### src/rtl/spi_prog_master.sv
// Mode-0 SPI master: words pushed into a small FIFO are sent one per slave-select
// frame, with a configurable SCLK divide, inter-frame gap and bit order.
module spi_prog_master #(
  parameter int unsigned DATA_WIDTH = 32,
  parameter int unsigned FIFO_DEPTH = 4,
  parameter int unsigned SCLK_DIV   = 1,
  parameter int unsigned SS_GAP     = 2,
  parameter bit          MSB_FIRST  = 1'b1,
  localparam int unsigned LVL_W     = $clog2(FIFO_DEPTH + 1)
) (
  input  logic                  clk_i,
  input  logic                  rst_ni,
  input  logic                  en_i,
  input  logic [DATA_WIDTH-1:0] word_i,
  input  logic                  word_valid_i,
  output logic                  word_ready_o,
  output logic                  spi_ss_o,
  output logic                  spi_sclk_o,
  output logic                  spi_mosi_o,
  output logic                  busy_o,
  output logic [LVL_W-1:0]      fifo_level_o,
  output logic [15:0]           word_count_o,
  output logic [1:0]            dbg_state_o
);

  // Handshake: word_i is taken on every clk_i edge where word_valid_i && word_ready_o;
  // the source may hold valid while ready is low and the word is taken once ready rises.

  localparam int unsigned PTR_W = $clog2(FIFO_DEPTH);
  localparam int unsigned BIT_W = $clog2(DATA_WIDTH);
  localparam int unsigned DIV_W = (SCLK_DIV > 1) ? $clog2(SCLK_DIV) : 1;
  localparam int unsigned GAP_W = (SS_GAP > 1) ? $clog2(SS_GAP) : 1;
  localparam logic [LVL_W-1:0] FULL_LVL = LVL_W'(FIFO_DEPTH);
  localparam logic [BIT_W-1:0] BIT_LAST = BIT_W'(DATA_WIDTH - 1);
  localparam logic [DIV_W-1:0] DIV_LAST = DIV_W'(SCLK_DIV - 1);
  localparam logic [GAP_W-1:0] GAP_LAST = GAP_W'(SS_GAP - 1);

  typedef enum logic [1:0] {
    IDLE  = 2'd0,
    SHIFT = 2'd1,
    GAP   = 2'd2
  } state_e;

  logic [DATA_WIDTH-1:0] mem_q [FIFO_DEPTH];
  logic [PTR_W-1:0]      wr_ptr_q, wr_ptr_d;
  logic [PTR_W-1:0]      rd_ptr_q, rd_ptr_d;
  logic [LVL_W-1:0]      level_q, level_d;
  logic                  ready_q, ready_d;
  logic                  busy_q, busy_d;
  state_e                state_q, state_d;
  logic                  ss_q, ss_d;
  logic                  sclk_q, sclk_d;
  logic                  mosi_q, mosi_d;
  logic [DATA_WIDTH-1:0] shreg_q, shreg_d;
  logic [DATA_WIDTH-1:0] shifted, head;
  logic [BIT_W-1:0]      bit_cnt_q, bit_cnt_d;
  logic [DIV_W-1:0]      div_cnt_q, div_cnt_d;
  logic [GAP_W-1:0]      gap_cnt_q, gap_cnt_d;
  logic [15:0]           word_count_q, word_count_d;
  logic                  push, pop, can_start;

  always_comb begin
    head      = mem_q[rd_ptr_q];
    shifted   = MSB_FIRST ? {shreg_q[DATA_WIDTH-2:0], 1'b0}
                          : {1'b0, shreg_q[DATA_WIDTH-1:1]};
    push      = word_valid_i && ready_q;
    can_start = en_i && (level_q != '0);
    pop          = 1'b0;
    state_d      = state_q;
    ss_d         = ss_q;
    sclk_d       = sclk_q;
    mosi_d       = mosi_q;
    shreg_d      = shreg_q;
    bit_cnt_d    = bit_cnt_q;
    div_cnt_d    = div_cnt_q;
    gap_cnt_d    = gap_cnt_q;
    word_count_d = word_count_q;

    case (state_q)
      IDLE: begin
        ss_d   = 1'b1;
        sclk_d = 1'b0;
        mosi_d = 1'b0;
        pop    = can_start;
      end
      SHIFT: begin
        div_cnt_d = div_cnt_q + 1'b1;
        if (div_cnt_q == DIV_LAST) begin
          div_cnt_d = '0;
          if (!sclk_q) begin
            sclk_d = 1'b1;
          end else if (bit_cnt_q == BIT_LAST) begin
            state_d      = GAP;
            ss_d         = 1'b1;
            sclk_d       = 1'b0;
            mosi_d       = 1'b0;
            gap_cnt_d    = '0;
            word_count_d = word_count_q + 16'd1;
          end else begin
            // Data only moves on the falling SCLK edge so the slave sees it stable at the rise.
            sclk_d    = 1'b0;
            bit_cnt_d = bit_cnt_q + 1'b1;
            shreg_d   = shifted;
            mosi_d    = MSB_FIRST ? shifted[DATA_WIDTH-1] : shifted[0];
          end
        end
      end
      GAP: begin
        gap_cnt_d = gap_cnt_q + 1'b1;
        if (gap_cnt_q == GAP_LAST) begin
          if (can_start) pop = 1'b1;
          else           state_d = IDLE;
        end
      end
      default: state_d = IDLE;
    endcase

    if (pop) begin
      state_d   = SHIFT;
      ss_d      = 1'b0;
      sclk_d    = 1'b0;
      shreg_d   = head;
      mosi_d    = MSB_FIRST ? head[DATA_WIDTH-1] : head[0];
      bit_cnt_d = '0;
      div_cnt_d = '0;
    end

    wr_ptr_d = push ? wr_ptr_q + 1'b1 : wr_ptr_q;
    rd_ptr_d = pop ? rd_ptr_q + 1'b1 : rd_ptr_q;
    level_d  = level_q;
    if (push && !pop)      level_d = level_q + 1'b1;
    else if (!push && pop) level_d = level_q - 1'b1;
    ready_d = (level_d != FULL_LVL);
    busy_d  = (state_d != IDLE) || (level_d != '0);
  end

  always_ff @(posedge clk_i) begin
    if (push) mem_q[wr_ptr_q] <= word_i;
  end

  always_ff @(posedge clk_i or negedge rst_ni) begin
    if (!rst_ni) begin
      state_q      <= IDLE;
      wr_ptr_q     <= '0;
      rd_ptr_q     <= '0;
      level_q      <= '0;
      ready_q      <= 1'b1;
      busy_q       <= 1'b0;
      ss_q         <= 1'b1;
      sclk_q       <= 1'b0;
      mosi_q       <= 1'b0;
      shreg_q      <= '0;
      bit_cnt_q    <= '0;
      div_cnt_q    <= '0;
      gap_cnt_q    <= '0;
      word_count_q <= '0;
    end else begin
      state_q      <= state_d;
      wr_ptr_q     <= wr_ptr_d;
      rd_ptr_q     <= rd_ptr_d;
      level_q      <= level_d;
      ready_q      <= ready_d;
      busy_q       <= busy_d;
      ss_q         <= ss_d;
      sclk_q       <= sclk_d;
      mosi_q       <= mosi_d;
      shreg_q      <= shreg_d;
      bit_cnt_q    <= bit_cnt_d;
      div_cnt_q    <= div_cnt_d;
      gap_cnt_q    <= gap_cnt_d;
      word_count_q <= word_count_d;
    end
  end

  assign word_ready_o = ready_q;
  assign busy_o       = busy_q;
  assign fifo_level_o = level_q;
  assign word_count_o = word_count_q;
  assign spi_ss_o     = ss_q;
  assign spi_sclk_o   = sclk_q;
  assign spi_mosi_o   = mosi_q;
  assign dbg_state_o  = state_q;

endmodule

### config.mk
export PLATFORM = sky130hd
export DESIGN_NAME = spi_prog_master
export DESIGN_NICKNAME = d
export VERILOG_FILES = /design/src/rtl/spi_prog_master.sv
export SDC_FILE = /design/constraint.sdc
export NUM_CORES = 1
export LEC_CHECK = 0
export CAP_MARGIN = 10
export CORE_MARGIN = 4
export CORE_UTILIZATION = 52
export DETAILED_ROUTE_END_ITERATION = 8
export GPL_ROUTABILITY_DRIVEN = 0
export PLACE_DENSITY = 0.76
export SYNTH_ARGS = -nofsm -noshare
export SYNTH_HDL_FRONTEND = slang
export SYNTH_SLANG_ARGS = --single-unit
### constraint.sdc
create_clock -name clk_i -period 2.15 [get_ports clk_i]
set_clock_uncertainty 0.05 [all_clocks]
set_input_delay 0.3225 -clock clk_i [delete_from_list [all_inputs] [get_ports clk_i]]
set_output_delay 0.3225 -clock clk_i [all_outputs]
set_load 0.01 [all_outputs]
## Yosys cells after proc, flatten, opt, wreduce, memory -nomap -nowiden

Memories as Yosys holds them, arrays and structs flattened.
Cells that the tools add are included.

| word-level totals | value |
|---|---|
| memories kept | 1 |
| output and inout bits | 26 |
| RAM bits | 128 |
| word-level logic and storage cells | 102 |
| bits in registers | 68 |

Memory list:

| name | depth | width | rd ports | clocked after memory_dff | wr ports | line | text |
|---|---|---|---|---|---|---|---|
| mem_q | 4 | 32 | 1 | 0 | 1 | 44 | `logic [DATA_WIDTH-1:0] mem_q [FIFO_DEPTH];` |

| cells by class | value |
|---|---|
| bitwise operators | 1 |
| mux-type cells | 45 |
| equality and inequality tests | 12 |
| reductions and logical operators | 21 |
| add/subtract/negate cells | 8 |

Operator list:

| cell | number |
|---|---|
| 2-to-1 mux 31 bit | 5 |
| 2-to-1 mux 5 bit | 5 |
| 2-to-1 mux 1 bit | 21 |
| adder 16 x 1 -> 16 bit (second input constant) | 1 |
| AND reduction 4 bit | 4 |
| 2-to-1 mux 2 bit | 6 |
| != test 3 bit (second input constant) | 4 |
| case mux 1 bit (2 select lines) | 5 |
| nonzero test 3 bit | 3 |
| != test 2 bit (second input constant) | 4 |
| nonzero test 2 bit | 4 |
| 2-to-1 mux 3 bit | 2 |
| case mux 2 bit (3 select lines) | 1 |
| adder 5 x 1 -> 5 bit (second input constant) | 1 |
| equality test 5 bit (second input constant) | 1 |
| adder 2 x 1 -> 2 bit (second input constant) | 2 |
| logical AND 1 bit | 4 |
| adder 3 x 1 -> 3 bit (second input constant) | 1 |
| AND reduction 3 bit | 1 |
| subtractor 3 x 1 -> 3 bit (second input constant) | 1 |
| adder 1 bit (second input constant) | 2 |
| equality test 2 x 1 -> 1 bit (second input constant) | 1 |
| equality test 2 bit (second input constant) | 1 |
| logical NOT 1 bit | 2 |
| other kinds (5) | 5 |

## Depth between registers and ports, before layout

| depth | value |
|---|---|
| word-level depth | 10 |
| gate-level depth with buffers | 9 |
| gate-level depth less buffers | 8 |

## Worst setup path before layout

OpenSTA, ideal clock, no wires.

| timing path | value |
|---|---|
| kind | flip-flop to flip-flop |
| start point | reg bit_cnt_q[0] |
| end point | reg bit_cnt_q[0] |
| period minus slack after synthesis | 2.059 ns |
| cell stages (with the launch flop) | 9 |
| data required time | 1.975 ns |
| slack | 0.091 ns |
| buffers on the path | 2 |
| setup time | 0.125 ns |
| data arrival time | 1.884 ns |
| cell sequence | dfrtp_1 ha_1 and3_1 ha_1 nor3b_1 buf_2 nor2_1 clkbuf_1 mux2_2 |

| between the ends | value |
|---|---|
| cells in the longest elaborated chain, start to end | 6 |
| elaborated cells on any way between the ends | 9 |
| those cells by class | add/sub (1); eq/ne (2); mux (5); reduce/logical (1) |

RTL lines:

| element | line | text |
|---|---|---|
| start: declaration | 56 | `logic [BIT_W-1:0] bit_cnt_q, bit_cnt_d;` |
| start signal: assignment | 168 | `bit_cnt_q <= bit_cnt_d;` |
| adder 5 x 1 -> 5 bit | 102 | `bit_cnt_d = bit_cnt_q + 1'b1;` |
| 2-to-1 mux 5 bit | 92 | `end else if (bit_cnt_q == BIT_LAST) begin` |
| 2-to-1 mux 5 bit | 90 | `if (!sclk_q) begin` |
| 2-to-1 mux 5 bit | 88 | `if (div_cnt_q == DIV_LAST) begin` |
| 2-to-1 mux 5 bit | 79 | `case (state_q)` |
| 2-to-1 mux 5 bit | 118 | `if (pop) begin` |

Parallel ways exist; a longest one is shown, timed or not. The select of a mux whose other input is x is not followed.
A chain may end at the register's enable or synchronous reset.

## Final worst setup path

| timing path | value |
|---|---|
| start point | reg level_q[0], in the netlist fifo_level_o[0] |
| end point | reg busy_q, in the netlist busy_o |

| between the ends | value |
|---|---|
| cells in the longest elaborated chain, start to end | 10 |
| elaborated cells on any way between the ends | 19 |
| those cells by class | add/sub (2); mux (9); reduce/logical (8) |

RTL lines:

| element | line | text |
|---|---|---|
| start: declaration | 47 | `logic [LVL_W-1:0] level_q, level_d;` |
| start signal: assignment | 161 | `level_q <= level_d;` |
| nonzero test 3 bit | 67 | `can_start = en_i && (level_q != '0);` |
| logical AND 1 bit | 67 |  |
| 2-to-1 mux 1 bit | 111 | `if (can_start) pop = 1'b1;` |
| 2-to-1 mux 1 bit | 110 | `if (gap_cnt_q == GAP_LAST) begin` |
| case mux 1 bit (2 select lines) | 79 |  |
| logical AND 1 bit / logical NOT 1 bit (equally long branches) | 132, 131 |  |
| 2-to-1 mux 3 bit / logical AND 1 bit (equally long branches) | 132, 131 |  |
| 2-to-1 mux 3 bit | 131 | `if (push && !pop) level_d = level_q + 1'b1;` |
| nonzero test 3 bit | 134 | `busy_d = (state_d != IDLE) \|\| (level_d != '0);` |
| logical OR 1 bit * | 134 |  |
| via busy_d | 49 | `logic busy_q, busy_d;` |
| end signal: assignment | 163 | `busy_q <= busy_d;` |
| end: declaration | 49 |  |

The timed path passes the listed nets; every way through them passes the cells marked *.

==> impl_metrics.py <==
metrics = {
    "timing": {
        "final-hold-violation-count": 0,
        "tightest_slew_ns": 0.396,
        "setup_viol": 0,
        "max_freq_ghz": 0.490,
        "period_share_pct": 94.9,
        "slew_headroom_pct": 73.6,
        "fin_ws_ns": 0.110,
        "drv_slew": 0,
        "hold_ws_ns": 0.400,
        "finalCriticalPeriod_ns": 2.04,
    },
    "flow_run": {
        "max-cap-violations": 0,
    },
    "worst_setup_path": {
        "rr_startpoint": "fifo_level_o[0]$_DFF_PN0_",
        "cp_slowest_cell": "or4b_1",
        "worst-path-max-fanout": 6,
        "critPathMaxStageDelay_ns": 0.44,
        "cp.arrival_ns": 2.29,
        "r2r_end": "busy_o$_DFF_PN0_",
        "crit_type": "flip-flop to flip-flop",
        "cp-start-kind": "flip-flop",
        "timing.critical_path.cells": "inv_1 > ha_1 > nand2b_1 > and3_1 > nor4_1 > a211o_1 > or4b_1",
        "ff2ff_path_depth": 7,
        "regToRegSetupSlack_ns": 0.11,
        "end_kind": "flip-flop",
        "worstPathRequired_ns": 2.40,
    },
    "cells_and_area": {
        "final_util_pct": 64.2,
        "drive_gt1_share_pct": 18.3,
        "fillers": 1016,
        "nets": 596,
        "antennaDiodeCount": 0,
        "areaGrowthSynthToFinish_pct": 21.6,
    },
    "place": {
        "place_ws_ns": -0.0313,
        "port_buffers": 61,
        "place_hpwl_um": 8320,
    },
    "synthesis": {
        "yosysSeqAreaShare_pct": 72.3,
        "synth-async-reset-ratio_pct": 34.4,
        "synth_edf_count": 128,
        "synth_common_cells": "edfxtp_1 (128), nand2_1 (77), dfrtp_1 (65)",
        "syn_inst": 466,
        "synth_top_area_share_pct": 50.3,
        "synthTopCellsByArea": "edfxtp_1 (50%), dfrtp_1 (21%), mux4_2 (9.4%)",
        "ys_types": 40,
        "synth.most_common_cell": "edfxtp_1",
        "synth_nets": 512,
        "synth_ff_type": "edfxtp_1",
        "ys_ff_latch": 195,
        "syn_area_um2": 7640,
        "yosysWarnings": 0,
        "syn_avg_cell_area_um2": 16.4,
        "synth_top_area_cell": "edfxtp_1",
    },
    "clocking": {
        "cts_tree": "built",
        "root_buffer": "clkbuf_16",
        "clk_latency_ns": 0.43,
        "cts_buffers": 17,
        "h-tree-depth": 4,
        "cts.sinks": 195,
        "cts_buffer_depth": 2,
        "cts.clk_slew.worst_paths_ns": 0.07,
    },
    "status": {
        "status": "finished, final reports clean",
    },
    "route": {
        "ant_nets": 0,
        "wl_per_cell_um": 18.2,
        "viasPerCell": 5.50,
        "dr.pass1.iters": 4,
        "vias": 4108,
        "initialDrtViolationCount": 345,
        "drt-total-wl_um": 13600,
        "drc": 0,
    },
    "global_routing": {
        "overflow": 0,
        "antenna_found_initial": 0,
        "grt_pass1_wl_um": 22200,
        "grt_max_degree": 68,
        "grt_pass1_vias": 4294,
        "track_usage_pct": 17.5,
    },
    "power_and_ir_drop": {
        "power_density_nw_per_um2": 1230,
        "ir_drop_mv": 0.851,
        "power_mw": 11.4,
        "p_leak_nw": 3.55,
    },
    "die": {
        "core-area_um2": 14500,
        "ioPinCount": 62,
        "fp.dieH_um": 129,
        "die_w_um": 129,
        "die_area_um2": 16700,
        "initial_core_util_pct": 52.8,
        "num_rows": 44,
    },
    "worst_hold_path": {
        "holdCritPathClass": "primary input to async pin",
    },
}
[what timing repair did]
item	in CTS	in global routing
endpoints found under the hold margin	65	0
resized for setup	0	10
setup endpoints to repair	0	22
buffers inserted	0	0
hold buffers	1	0
[per-stage QoR]
| stage | instance area, um^2 | cells | setup TNS [ns] |
|---|---|---|---|
| 5_1_grt | 9290 | 747 | -0.00765 |
| 6_report | 9290 | 747 | 0 |
| 4_1_cts | 9250 | 747 | 0 |
| 2_1_floorplan | 7640 | 466 | 0 |
| 3_5_place_dp | 8670 | 714 | -0.0313 |
| 3_3_place_gp | 8670 | 714 | 0 |
[logic make-up after synthesis]
kind of cell,synth area share [%]
mux,10.4
buf+inv,1.39
xor+xnor,2.64
compound gates,3.91
flops,72.3
fa+ha+maj,1.64
simple gates,7.78
[flip-flops by register name, summed over array words and instances, names as in the netlist]
name / cells
wr_ptr_q: 2
bit_cnt_q: 5
spi_sclk_o: 1
word_ready_o: 1
rd_ptr_q: 2
shreg_q: 31
spi_ss_o: 1
spi_mosi_o: 1
mem_q: 128
busy_o: 1
dbg_state_o: 2
fifo_level_o: 3
gap_cnt_q: 1
word_count_o: 16
[where the power goes]
| group | internal, mW | switching (mW) |
|---|---|---|
| registers | 4.89 | 0.344 |
| logic | 1.55 | 1.63 |
| clock network | 1.72 | 1.32 |
[routing by layer]
metal / global-route usage (%) / routed length (um) / vias up
li1: - / - / 1922
met1: 23.4 / 5910 / 2077
met2: 28.7 / 6860 / 92
met3: 4.99 / 694 / 17
met4: 4.82 / 150 / 0
met5: 0 / 0 / -
[layout by cell type, fill, tap and decap left out, types with 2 or more instances in the layout]
master           Yosys  layout
mux2_2               3       3
edfxtp_1           128     128
o21ai_0              4       4
buf_12               0       7
buf_4                0      17
inv_1                4       4
clkinvlp_4           0       2
dfrtp_1             65      64
xor2_1               9       9
and3_1               8       7
clkbuf_1            13       3
mux2i_1              4       4
nor2_1              17      15
nand2b_1             3       2
clkbuf_16            0      17
mux4_2              32      32
clkinv_2             0       3
nand2_1             77      77
bufinv_16            0       2
nor2b_1              3       3
nor2_2               0       2
dfstp_2              2       2
nand4_1              4       4
a21oi_1              5       5
ha_1                10       8
inv_6                0       2
clkdlybuf4s50_1      0      60
a22oi_1             29      29
nand3_1              5       5
xnor2_1             14      14
nand3b_1             2       2
[critical path: cells and delay by family (launching register included)]
family | cells | cell delay, ns
flip-flops | 1 | 0.38
adder cells (fa/ha/maj) | 1 | 0.17
AO/OA/AOI/OAI | 1 | 0.17
AND/OR/NAND/NOR | 4 | 1.04
buffers and inverters | 1 | 0.10
[worst max path at each step]
| stage | startpoint | endpoint | slack (ns) | depth (start not counted) |
|---|---|---|---|---|
| 5_1_grt | bit_cnt_q[0]$_DFFE_PN0P_ | word_count_o[14]$_DFFE_PN0P_ | -0.008 | 9 |
| 6_report | fifo_level_o[0]$_DFF_PN0_ | busy_o$_DFF_PN0_ | 0.11 | 7 |
| 2_1_floorplan | bit_cnt_q[0]$_DFFE_PN0P_ | bit_cnt_q[0]$_DFFE_PN0P_ | 0.09 | 8 |
| 4_1_cts | bit_cnt_q[0]$_DFFE_PN0P_ | word_count_o[15]$_DFFE_PN0P_ | 0.02 | 8 |
| 3_3_place_gp | en_i | busy_o$_DFF_PN0_ | 0.05 | 6 |
| 3_5_place_dp | en_i | busy_o$_DFF_PN0_ | -0.03 | 6 |
[layout make-up]
type | instances | area, um^2 | area share, %
clock buffers | 20 | 437 | 4.70
clock inverters | 12 | 131 | 1.41
inverters | 4 | 15.0 | 0.162
multi-input cells | 245 | 2060 | 22.2
flip-flops and latches | 195 | 5520 | 59.5
well taps | 184 | 230 | 2.48
repair buffers | 87 | 895 | 9.63
(Power assumes the default switching activity.)
